### src/rtl/video_timing_detector.sv
// video_timing_detector: pixel-clock-domain sink that measures an hsync/vsync/de
// stream. It reports line and frame sizes, locks to a stable mode, and generates
// active-area pixel coordinates.
// Optional feature: define VTD_MODE_CHECK_EN to qualify mode_ok against the
// expected-mode parameters H_TOTAL/H_ACTIVE_PIXEL/V_TOTAL/V_ACTIVE_LINE.
module video_timing_detector #(
  parameter int H_WIDTH        = 11,
  parameter int V_WIDTH        = 10,
  parameter int LOCK_FRAMES    = 2,
  parameter int H_TOTAL        = 800,
  parameter int H_ACTIVE_PIXEL = 640,
  parameter int V_TOTAL        = 525,
  parameter int V_ACTIVE_LINE  = 480
) (
  input  logic               clk,
  input  logic               rst,
  input  logic               hsync,
  input  logic               vsync,
  input  logic               de,
  output logic [H_WIDTH-1:0] h_total_m,
  output logic [H_WIDTH-1:0] h_active_m,
  output logic [V_WIDTH-1:0] v_total_m,
  output logic [V_WIDTH-1:0] v_active_m,
  output logic               locked,
  output logic               timing_changed,
  output logic               frame_start,
  output logic [H_WIDTH-1:0] pix_x,
  output logic [V_WIDTH-1:0] pix_y,
  output logic               pix_valid,
  output logic               mode_ok
);

`ifdef VTD_MODE_CHECK_EN
  localparam bit MODE_CHECK = 1'b1;
`else
  localparam bit MODE_CHECK = 1'b0;
`endif

  typedef enum logic [1:0] {SEARCH = 2'd0, MEASURE = 2'd1, LOCKED = 2'd2} state_t;

  localparam logic [H_WIDTH-1:0] H_MAX      = {H_WIDTH{1'b1}};
  localparam logic [V_WIDTH-1:0] V_MAX      = {V_WIDTH{1'b1}};
  localparam logic [3:0]         LOCK_MATCH = 4'(LOCK_FRAMES - 1);

  function automatic logic [H_WIDTH-1:0] inc_h(input logic [H_WIDTH-1:0] v);
    return (v == H_MAX) ? v : v + H_WIDTH'(1);
  endfunction

  function automatic logic [V_WIDTH-1:0] inc_v(input logic [V_WIDTH-1:0] v);
    return (v == V_MAX) ? v : v + V_WIDTH'(1);
  endfunction

  logic hs_q, vs_q, de_q, hs_qq, vs_qq, de_qq;
  logic hs_rise, vs_rise, de_fall, timeout, rec_same;
  logic [H_WIDTH-1:0] lc_q, lc_d, line_len_q, line_len_d, run_q, run_d;
  logic [H_WIDTH-1:0] line_act_q, line_act_d, pix_x_q, pix_x_d;
  logic [H_WIDTH-1:0] h_total_q, h_total_d, h_active_q, h_active_d;
  logic [V_WIDTH-1:0] lines_q, lines_d, lines_inc, act_q, act_d, act_inc;
  logic [V_WIDTH-1:0] row_q, row_d, pix_y_q, pix_y_d;
  logic [V_WIDTH-1:0] v_total_q, v_total_d, v_active_q, v_active_d;
  logic               seen_q, seen_d, pix_valid_q, pix_valid_d, fs_q, fs_d;
  logic               locked_q, locked_d, tc_q, tc_d, mode_ok_q, mode_ok_d;
  logic               have_prev_q, have_prev_d;
  logic [3:0]         match_q, match_d, match_n;
  state_t             state_q, state_d;

  assign hs_rise = hs_q & ~hs_qq;
  assign vs_rise = vs_q & ~vs_qq;
  assign de_fall = ~de_q & de_qq;
  // A stuck line counter means hsync has vanished; a coincident hsync rise rescues it.
  assign timeout = (lc_q == H_MAX) && !hs_rise;

  // Measurement counters, coordinates and the SEARCH/MEASURE/LOCKED decision.
  always_comb begin
    lc_d        = hs_rise ? '0 : inc_h(lc_q);
    line_len_d  = hs_rise ? lc_q + H_WIDTH'(1) : line_len_q;
    run_d       = de_q ? inc_h(run_q) : '0;
    line_act_d  = de_fall ? run_q : line_act_q;
    seen_d      = hs_rise ? de_q : (seen_q | de_q);
    // The hsync coinciding with vsync closes the last line of the ending frame.
    lines_inc   = hs_rise ? inc_v(lines_q) : lines_q;
    act_inc     = (hs_rise && seen_q) ? inc_v(act_q) : act_q;
    lines_d     = vs_rise ? '0 : lines_inc;
    act_d       = vs_rise ? '0 : act_inc;
    row_d       = vs_rise ? '0 : (de_fall ? inc_v(row_q) : row_q);
    pix_valid_d = de_q;
    pix_x_d     = de_q ? run_q : pix_x_q;
    pix_y_d     = de_q ? row_q : pix_y_q;
    fs_d        = vs_rise;

    rec_same    = have_prev_q && (line_len_d == h_total_q) && (line_act_d == h_active_q) &&
                  (lines_inc == v_total_q) && (act_inc == v_active_q);

    state_d     = state_q;
    match_d     = match_q;
    match_n     = '0;
    have_prev_d = have_prev_q;
    locked_d    = locked_q;
    tc_d        = 1'b0;
    h_total_d   = h_total_q;
    h_active_d  = h_active_q;
    v_total_d   = v_total_q;
    v_active_d  = v_active_q;

    if (timeout) begin
      tc_d        = (state_q == LOCKED);
      state_d     = SEARCH;
      locked_d    = 1'b0;
      match_d     = '0;
      // Forget the old record so a resumed stream must prove itself again.
      have_prev_d = 1'b0;
    end else if (vs_rise) begin
      case (state_q)
        SEARCH: begin
          state_d = MEASURE;
          match_d = '0;
        end
        MEASURE: begin
          match_n     = rec_same ? match_q + 4'd1 : 4'd0;
          match_d     = match_n;
          have_prev_d = 1'b1;
          h_total_d   = line_len_d;
          h_active_d  = line_act_d;
          v_total_d   = lines_inc;
          v_active_d  = act_inc;
          if (match_n == LOCK_MATCH) begin
            state_d  = LOCKED;
            locked_d = 1'b1;
          end
        end
        LOCKED: begin
          if (!rec_same) begin
            state_d  = MEASURE;
            locked_d = 1'b0;
            tc_d     = 1'b1;
            match_d  = '0;
          end
        end
        default: begin
          state_d  = SEARCH;
          locked_d = 1'b0;
          match_d  = '0;
        end
      endcase
    end

    mode_ok_d = locked_d && (!MODE_CHECK ||
                ((h_total_d == H_WIDTH'(H_TOTAL)) && (h_active_d == H_WIDTH'(H_ACTIVE_PIXEL)) &&
                 (v_total_d == V_WIDTH'(V_TOTAL)) && (v_active_d == V_WIDTH'(V_ACTIVE_LINE))));
  end

  // All state, including the FSM and registered outputs, clears asynchronously.
  always_ff @(posedge clk or negedge rst) begin
    if (!rst) begin
      {hs_q, vs_q, de_q, hs_qq, vs_qq, de_qq} <= '0;
      lc_q <= '0; line_len_q <= '0; run_q <= '0; line_act_q <= '0; seen_q <= 1'b0;
      lines_q <= '0; act_q <= '0; row_q <= '0;
      pix_x_q <= '0; pix_y_q <= '0; pix_valid_q <= 1'b0; fs_q <= 1'b0;
      h_total_q <= '0; h_active_q <= '0; v_total_q <= '0; v_active_q <= '0;
      state_q <= SEARCH; match_q <= '0; have_prev_q <= 1'b0;
      locked_q <= 1'b0; tc_q <= 1'b0; mode_ok_q <= 1'b0;
    end else begin
      hs_q <= hsync; vs_q <= vsync; de_q <= de;
      hs_qq <= hs_q; vs_qq <= vs_q; de_qq <= de_q;
      lc_q <= lc_d; line_len_q <= line_len_d; run_q <= run_d; line_act_q <= line_act_d;
      seen_q <= seen_d; lines_q <= lines_d; act_q <= act_d; row_q <= row_d;
      pix_x_q <= pix_x_d; pix_y_q <= pix_y_d; pix_valid_q <= pix_valid_d; fs_q <= fs_d;
      h_total_q <= h_total_d; h_active_q <= h_active_d;
      v_total_q <= v_total_d; v_active_q <= v_active_d;
      state_q <= state_d; match_q <= match_d; have_prev_q <= have_prev_d;
      locked_q <= locked_d; tc_q <= tc_d; mode_ok_q <= mode_ok_d;
    end
  end

  assign h_total_m      = h_total_q;
  assign h_active_m     = h_active_q;
  assign v_total_m      = v_total_q;
  assign v_active_m     = v_active_q;
  assign locked         = locked_q;
  assign timing_changed = tc_q;
  assign frame_start    = fs_q;
  assign pix_x          = pix_x_q;
  assign pix_y          = pix_y_q;
  assign pix_valid      = pix_valid_q;
  assign mode_ok        = mode_ok_q;

endmodule

### config.mk
export PLATFORM = sky130hd
export DESIGN_NAME = video_timing_detector
export DESIGN_NICKNAME = d
export VERILOG_FILES = /design/src/rtl/video_timing_detector.sv
export SDC_FILE = /design/constraint.sdc
export NUM_CORES = 1
export LEC_CHECK = 0
export ABC_AREA = 1
export CAP_MARGIN = 10
export CORE_UTILIZATION = 40
export CTS_CLUSTER_SIZE = 20
export DETAILED_ROUTE_END_ITERATION = 10
export GPL_TIMING_DRIVEN = 0
export PLACE_DENSITY_LB_ADDON = 0.1
export SYNTH_ARGS = -nofsm -noshare
export SYNTH_HDL_FRONTEND = slang
export SYNTH_SLANG_ARGS = --single-unit
export TNS_END_PERCENT = 50
### constraint.sdc
create_clock -name clk -period 3.75 [get_ports clk]
set_clock_uncertainty 0.15 [all_clocks]
set_input_delay 0.9375 -clock clk [delete_from_list [all_inputs] [get_ports clk]]
set_output_delay 0.9375 -clock clk [all_outputs]
set_load 0.02 [all_outputs]
==> results of run 1 <==
-- sequential cells by signal, summed over array words and instances (netlist names), 11 cells and up --
signal	flops
h_active_m	11
h_total_m	11
lc_q	11
line_act_q	11
line_len_q	11
pix_x	11
run_q	11
-- stage by stage --
stage                     setup slack (ns)  TNS, ns  power [mW]  instance area, um^2
final                                0.501        0        5.08                 9450
after CTS                            0.413        0        5.14                 9450
after global routing                 0.212        0        5.36                 9450
after global placement               -5.00  -767.04        3.35                 8820
after floorplan                       1.37        0        2.83                 7770
after detailed placement             0.443        0        3.35                 8850
-- where the power goes --
group	internal, mW	switching, mW	leakage (nW)
Sequential	1.87	0.193	2.06
Clock	1.01	0.750	0.292
Combinational	0.510	0.747	2.27
-- kinds of logic after synthesis --
kind of cell | count (synthesis)
xor gates and xnor gates | 10
DFF | 154
buffers and inverters | 139
adders and majority gates | 6
and+or+nand+nor | 591
AOI/OAI and AO/OA | 107
-- final cells by class --
cell class	instances	area, um^2
inverter	113	424
sequential	154	3850
buffer	26	150
multi-input combinational	714	3350
clock inverter	14	160
fill	1867	9440
clock buffer	18	439
tap	260	325
timing repair buffer	73	753
-- worst max path at each step --
stage,start,to,slack (ns),cells after the start
detailed placement,hs_q$_DFF_PN0_,h_active_m[0]$_DFFE_PN0P_,0.44,10
global route,lc_q[0]$_DFFE_PN0N_,v_active_m[7]$_DFFE_PN0P_,0.21,11
CTS,hs_q$_DFF_PN0_,h_active_m[0]$_DFFE_PN0P_,0.41,10
finish,hs_q$_DFF_PN0_,h_active_m[0]$_DFFE_PN0P_,0.50,10
global placement,rst,frame_start$_DFF_PN0_,-5.00,1
floorplan,act_q[0]$_DFF_PN0_,state_q[1]$_DFFE_PN0P_,1.37,17
-- critical path, delay by kind of cell (launching register included) --
kind	cells	cell delay, ns
buffers and inverters	5	1.44
flip-flops	1	0.43
AO/OA/AOI/OAI	1	0.17
AND/OR/NAND/NOR	4	0.89
-- layout by cell type, fill, tap and decap left out, types with 5 or more instances in the layout --
master                            netlist  layout
sky130_fd_sc_hd__xor2_1                 6       6
sky130_fd_sc_hd__inv_2                  6       6
sky130_fd_sc_hd__clkdlybuf4s50_1        0      71
sky130_fd_sc_hd__dfrtp_1              154     154
sky130_fd_sc_hd__nor2_1                75      75
sky130_fd_sc_hd__buf_4                  5       5
sky130_fd_sc_hd__inv_1                106     106
sky130_fd_sc_hd__nand2_1              330     330
sky130_fd_sc_hd__clkbuf_16              0      17
sky130_fd_sc_hd__nor2_2                 8       8
sky130_fd_sc_hd__nor3_1                 7       7
sky130_fd_sc_hd__a21oi_1               17      17
sky130_fd_sc_hd__o21ai_0               72      72
sky130_fd_sc_hd__ha_1                   6       6
sky130_fd_sc_hd__nand3b_1               9       9
sky130_fd_sc_hd__nand4_1               14      14
sky130_fd_sc_hd__nand3_1              108     108
sky130_fd_sc_hd__o21ai_1                5       5
sky130_fd_sc_hd__clkbuf_1              14      14
sky130_fd_sc_hd__nand2_2               21      21
-- metal layers --
metal | vias to the layer above | GRT usage (%)
met1 | 3073 | 30.1
met5 | - | 0
met3 | 22 | 3.85
li1 | 3411 | -
met2 | 92 | 32.6
met4 | 0 | 6.90
==> flow_summary.ini, run 1 <==
[setup_path]
critPathCaptureType = register
worst-path-max-fanout = 10
worst_r2r_startpoint = hs_q$_DFF_PN0_
cp_cell_sequence = nand2_4, inv_2, buf_2, buf_4, nor2_1, inv_2, nand2_1, nor2_2, clkbuf_1, o21ai_0
timing.critical_path.arrival_ns = 3.38
cpPeakStageDelay_ns = 0.56
critical-path-top-cell-by-count = sky130_fd_sc_hd__inv_2
path_class = register to register
ff2ff_path_depth = 10
worst_path_max_delay_cell = sky130_fd_sc_hd__clkbuf_1
worstReg2RegEnd = h_active_m[0]$_DFFE_PN0P_
critical_path.startpoint_type = register
required_ns = 3.88
regToRegSetupSlack_ns = 0.50

[logic_synthesis]
synth_simple_gate_area_share_pct = 33.6
yosys.area.top_type = sky130_fd_sc_hd__dfrtp_1
synth_top_flop_cell = sky130_fd_sc_hd__dfrtp_1
synth_edf_count = 0
synth.area.mux_share_pct = 0
ys_seq_elements = 154
post_synth_num_cell_types = 39
synthMostInstantiatedCell = sky130_fd_sc_hd__nand2_1
postSynthCellCount = 1007
adder_cell_area_share_of_the_yosys_netlist_pct = 0.966
post_synth.cell_area_avg_um2 = 7.72
synthXorXnorAreaFrac_pct = 1.13
synth_top_family_by_area = simple AND/OR/NAND/NOR gates
synth-warning-count = 0
synth_area_um2 = 7770
syn-num-nets = 1018
synth-seq-area-share_pct = 49.6
synth.top_cell.area_share_pct = 49.6
fraction_of_the_mapped_netlist_area_in_compound_gates_pct = 7.31
synth_top_cells_by_count = sky130_fd_sc_hd__nand2_1, sky130_fd_sc_hd__dfrtp_1, sky130_fd_sc_hd__nand3_1, sky130_fd_sc_hd__inv_1, sky130_fd_sc_hd__nor2_1
synth_area_leaders = sky130_fd_sc_hd__dfrtp_1, sky130_fd_sc_hd__nand2_1, sky130_fd_sc_hd__nand3_1
async_flop_share_pct = 100

[routing]
route.detailed.vias_per_inst = 4.81
route.detailed.wl_per_inst_um = 14.1
drt_iter0_drc = 320
route.top_layer_used = met4
routed_wirelength_mm = 19.4
dr_wl_met3_um = 561
dr_wl_met2_mm = 8.69
drt_drc_violations_left = 0
num_vias = 6598
routedLengthMet1_mm = 9.85
drt-pass1-iter-count = 4
antenna_left = 0

[pwr]
powerDensity_nw_per_um2 = 538
static-leakage-power_nw = 4.61
vdd.ir_drop.worst_mv = 0.339

[die]
die-width_um = 141
core_area_um2 = 18900
floorplan.io_pins = 73
placement_rows = 50
fp.dieArea_um2 = 20000
initial_utilization_pct = 41.2
die_h_um = 141

[clock_network]
cts_hold_buffers = 0
cts.clk_slew.worst_paths_ns = 0.07
clock_tree_from_tritoncts = built
postCtsResizedCells = 0
cts_root_buffer = sky130_fd_sc_hd__clkbuf_16
cts_setup_buffers = 0
clock_sinks = 154
clock_path_buffers = 2
h-tree-depth = 4
number_of_buffers_created_by_cts = 17
clock_insertion_delay_worst_skew_ns = 0.44

[job]
cap_violations = 0

[layout]
layout-drive-gt1-share_pct = 8.72
n_antenna_cell = 0
final_core_density_pct = 50.0
final-instance-count-excl-fill = 1372
flow.area_growth_from_synthesis_pct = 21.6
final_nets = 1110

[placed_design]
port-buffer-count = 72
dp_cells = 1340
post_detailed_placement_half_perimeter_wirelength_mm = 13.9
place_congestion = 0.851

[timing]
finalSetupViolations = 0
finalHoldWorstSlack_ns = 0.240
final_period_minus_worst_setup_slack_ns = 3.25
slew-limit-headroom_pct = 48.2
worst_pin_slew_ns = 0.774
finalHoldViolations = 0
finalMaxSlewViolations = 0
layout_worst_path_cycle_share_pct = 86.6
grt_setup_unrepaired = false
max_freq_mhz = 308

[grt]
grt_pass1_vias = 6275
globalRoute.totalOverflow = 0
grt_antenna_before_repair = 0
grtUsageTotal_pct = 21.1
grt_pass1_wl_mm = 32.6
grt_start_max_net_pins = 111

[outcome]
status = finished clean

[min_path]
worst_hold_path_type = primary input to async pin
(Power assumes the default switching activity.)
==> run 2, diff against run 1 <==
--- a/config.mk
+++ b/config.mk
@@ -7,6 +7,7 @@
 export LEC_CHECK = 0
 export ABC_AREA = 1
 export CAP_MARGIN = 10
+export CORE_MARGIN = 2
 export CORE_UTILIZATION = 40
 export CTS_CLUSTER_SIZE = 20
 export DETAILED_ROUTE_END_ITERATION = 10
==> flow_summary.ini, run 2 (synthesis gave the netlist of run 1 again) <==
[outcome]
status = finished clean

[layout]
n_antenna_cell = 0
most_common_cell_after_layout_fill_and_taps_aside = sky130_fd_sc_hd__nand2_1
final_nets = 1110
flow.area_growth_from_synthesis_pct = 21.2
layout-drive-gt1-share_pct = 8.72
commonest_non_fill_non_tap_cells_in_the_layout = sky130_fd_sc_hd__nand2_1, sky130_fd_sc_hd__dfrtp_1, sky130_fd_sc_hd__nand3_1, sky130_fd_sc_hd__inv_1, sky130_fd_sc_hd__nor2_1

[routing]
drt_iter0_drc = 368
route.detailed.vias_per_inst = 4.83
routed_wirelength_mm = 19.5
num_vias = 6631
drt-pass1-iter-count = 5
route.detailed.wl_per_inst_um = 14.2
drt_drc_violations_left = 0
antenna_left = 0

[min_path]
hold_start = vs_q$_DFF_PN0_
min_delay_worst_endpoint = vs_qq$_DFF_PN0_
hold_path_depth = 0
worst_hold_path_type = register to register

[clock_network]
clock_sinks = 154
cts.clk_slew.worst_paths_ns = 0.07
h-tree-depth = 4
cts_hold_buffers = 0
clock_insertion_delay_worst_skew_ns = 0.44
cts_setup_buffers = 0
postCtsResizedCells = 0
clock_path_buffers = 2
cts_root_buffer = sky130_fd_sc_hd__clkbuf_16
clock_tree_from_tritoncts = built
number_of_buffers_created_by_cts = 17

[setup_path]
worst-path-max-fanout = 10
worst_r2r_startpoint = hs_q$_DFF_PN0_
cpPeakStageDelay_ns = 0.57
ff2ff_path_depth = 10
path_class = register to register
critical_path.startpoint_type = register
critical-path-top-cell-by-count = sky130_fd_sc_hd__inv_2
required_ns = 3.87
cp_cell_sequence = nand2_4, inv_2, buf_2, buf_4, nor2_1, inv_2, nand2_1, nor2_2, clkbuf_1, o21ai_0
worst_path_max_delay_cell = sky130_fd_sc_hd__clkbuf_1
regToRegSetupSlack_ns = 0.47
timing.critical_path.from = hs_q$_DFF_PN0_
timing.critical_path.arrival_ns = 3.40
critPathCaptureType = register
worstReg2RegEnd = h_active_m[1]$_DFFE_PN0P_

[timing]
finalSetupTns_ns = 0
layout_worst_path_cycle_share_pct = 87.4
finalSetupViolations = 0
worst_pin_slew_ns = 0.830
final_period_minus_worst_setup_slack_ns = 3.28
max_freq_mhz = 305
finalHoldViolations = 0
finalMaxSlewViolations = 0
slew-limit-headroom_pct = 44.5
grt_setup_unrepaired = false

[grt]
global_route.usage.met3_pct = 4.67
globalRoute.totalOverflow = 0
grt_antenna_before_repair = 0
grt_pass1_vias = 6277
grt_pass1_wl_mm = 32.5
grtUsageMet1_pct = 29.5
met2_usage_pct = 30.5
grtUsageTotal_pct = 20.3
gr-max-usage-layer = met2
grt_start_max_net_pins = 90

[die]
die-width_um = 143
fp.dieArea_um2 = 20600
placement_rows = 50
core_area_um2 = 18900
floorplan.io_pins = 73
die_h_um = 143
initial_utilization_pct = 41.2

[pwr]
report.power.total_mw = 4.99
static-leakage-power_nw = 4.60
vdd.ir_drop.worst_mv = 0.313
powerDensity_nw_per_um2 = 530

[placed_design]
post_detailed_placement_half_perimeter_wirelength_mm = 14.1
place_congestion = 0.825
port-buffer-count = 72

[job]
cap_violations = 0
## run 2: power by group
part / internal, mW / switching, mW / total [mW]
logic: 0.510 / 0.747 / 1.26
registers: 1.87 / 0.199 / 2.06
clock network: 0.895 / 0.779 / 1.67
## run 2: worst max-delay path: cells and delay by family, from the launching register on
kind	cells	cell delay (ns)
AO/OA/AOI/OAI	1	0.19
flip-flops	1	0.43
AND/OR/NAND/NOR	4	0.88
buffers and inverters	5	1.45
## run 2: layout make-up
type                    instances  area [um^2]
clock buffers                  18          439
well taps                     260          325
repair buffers                 73          753
fillers                      1889         9470
flip-flops and latches        154         3850
plain buffers                  26          150
inverters                     113          424
clock inverters                14          130
multi-input cells             714         3350
## run 2: through the flow
step           util [%]  std cells  worst slack [ns]  hold WS, ns  instance area, um^2
2_1_floorplan         -       1007              1.37        0.204                 7770
3_3_place_gp       46.7       1339             -4.95        0.208                 8820
3_5_place_dp       46.9       1340             0.436        0.230                 8850
4_1_cts            49.9       1372             0.421        0.251                 9420
5_1_grt            49.9       1372             0.209        0.268                 9420
6_report           49.9       1372             0.471        0.246                 9420
## run 2: per-layer routing
layer / routed length (um) / up-vias
met3: 650 / 18
met4: 233 / 0
met5: 0 / -
met2: 8690 / 104
li1: - / 3403
met1: 9960 / 3106
## run 2: worst max-delay path by stage
| stage | endpoint | slack, ns | cells after the start |
|---|---|---|---|
| 6_report | h_active_m[1]$_DFFE_PN0P_ | 0.47 | 10 |
| 5_1_grt | h_total_m[4]$_DFFE_PN0P_ | 0.21 | 11 |
| 4_1_cts | h_active_m[1]$_DFFE_PN0P_ | 0.42 | 10 |
| 3_5_place_dp | h_active_m[1]$_DFFE_PN0P_ | 0.44 | 10 |
| 3_3_place_gp | match_q[1]$_DFFE_PN0P_ | -4.95 | 1 |
| 2_1_floorplan | state_q[1]$_DFFE_PN0P_ | 1.37 | 17 |
==> run 3, diff against run 2 <==
--- a/config.mk
+++ b/config.mk
@@ -13,6 +13,7 @@
 export DETAILED_ROUTE_END_ITERATION = 10
 export GPL_TIMING_DRIVEN = 0
 export PLACE_DENSITY_LB_ADDON = 0.1
+export SLEW_MARGIN = 10
 export SYNTH_ARGS = -nofsm -noshare
 export SYNTH_HDL_FRONTEND = slang
 export SYNTH_SLANG_ARGS = --single-unit
==> results of run 3 <==
Same layout as run 2: the final DEF is identical, and so are final timing and power.
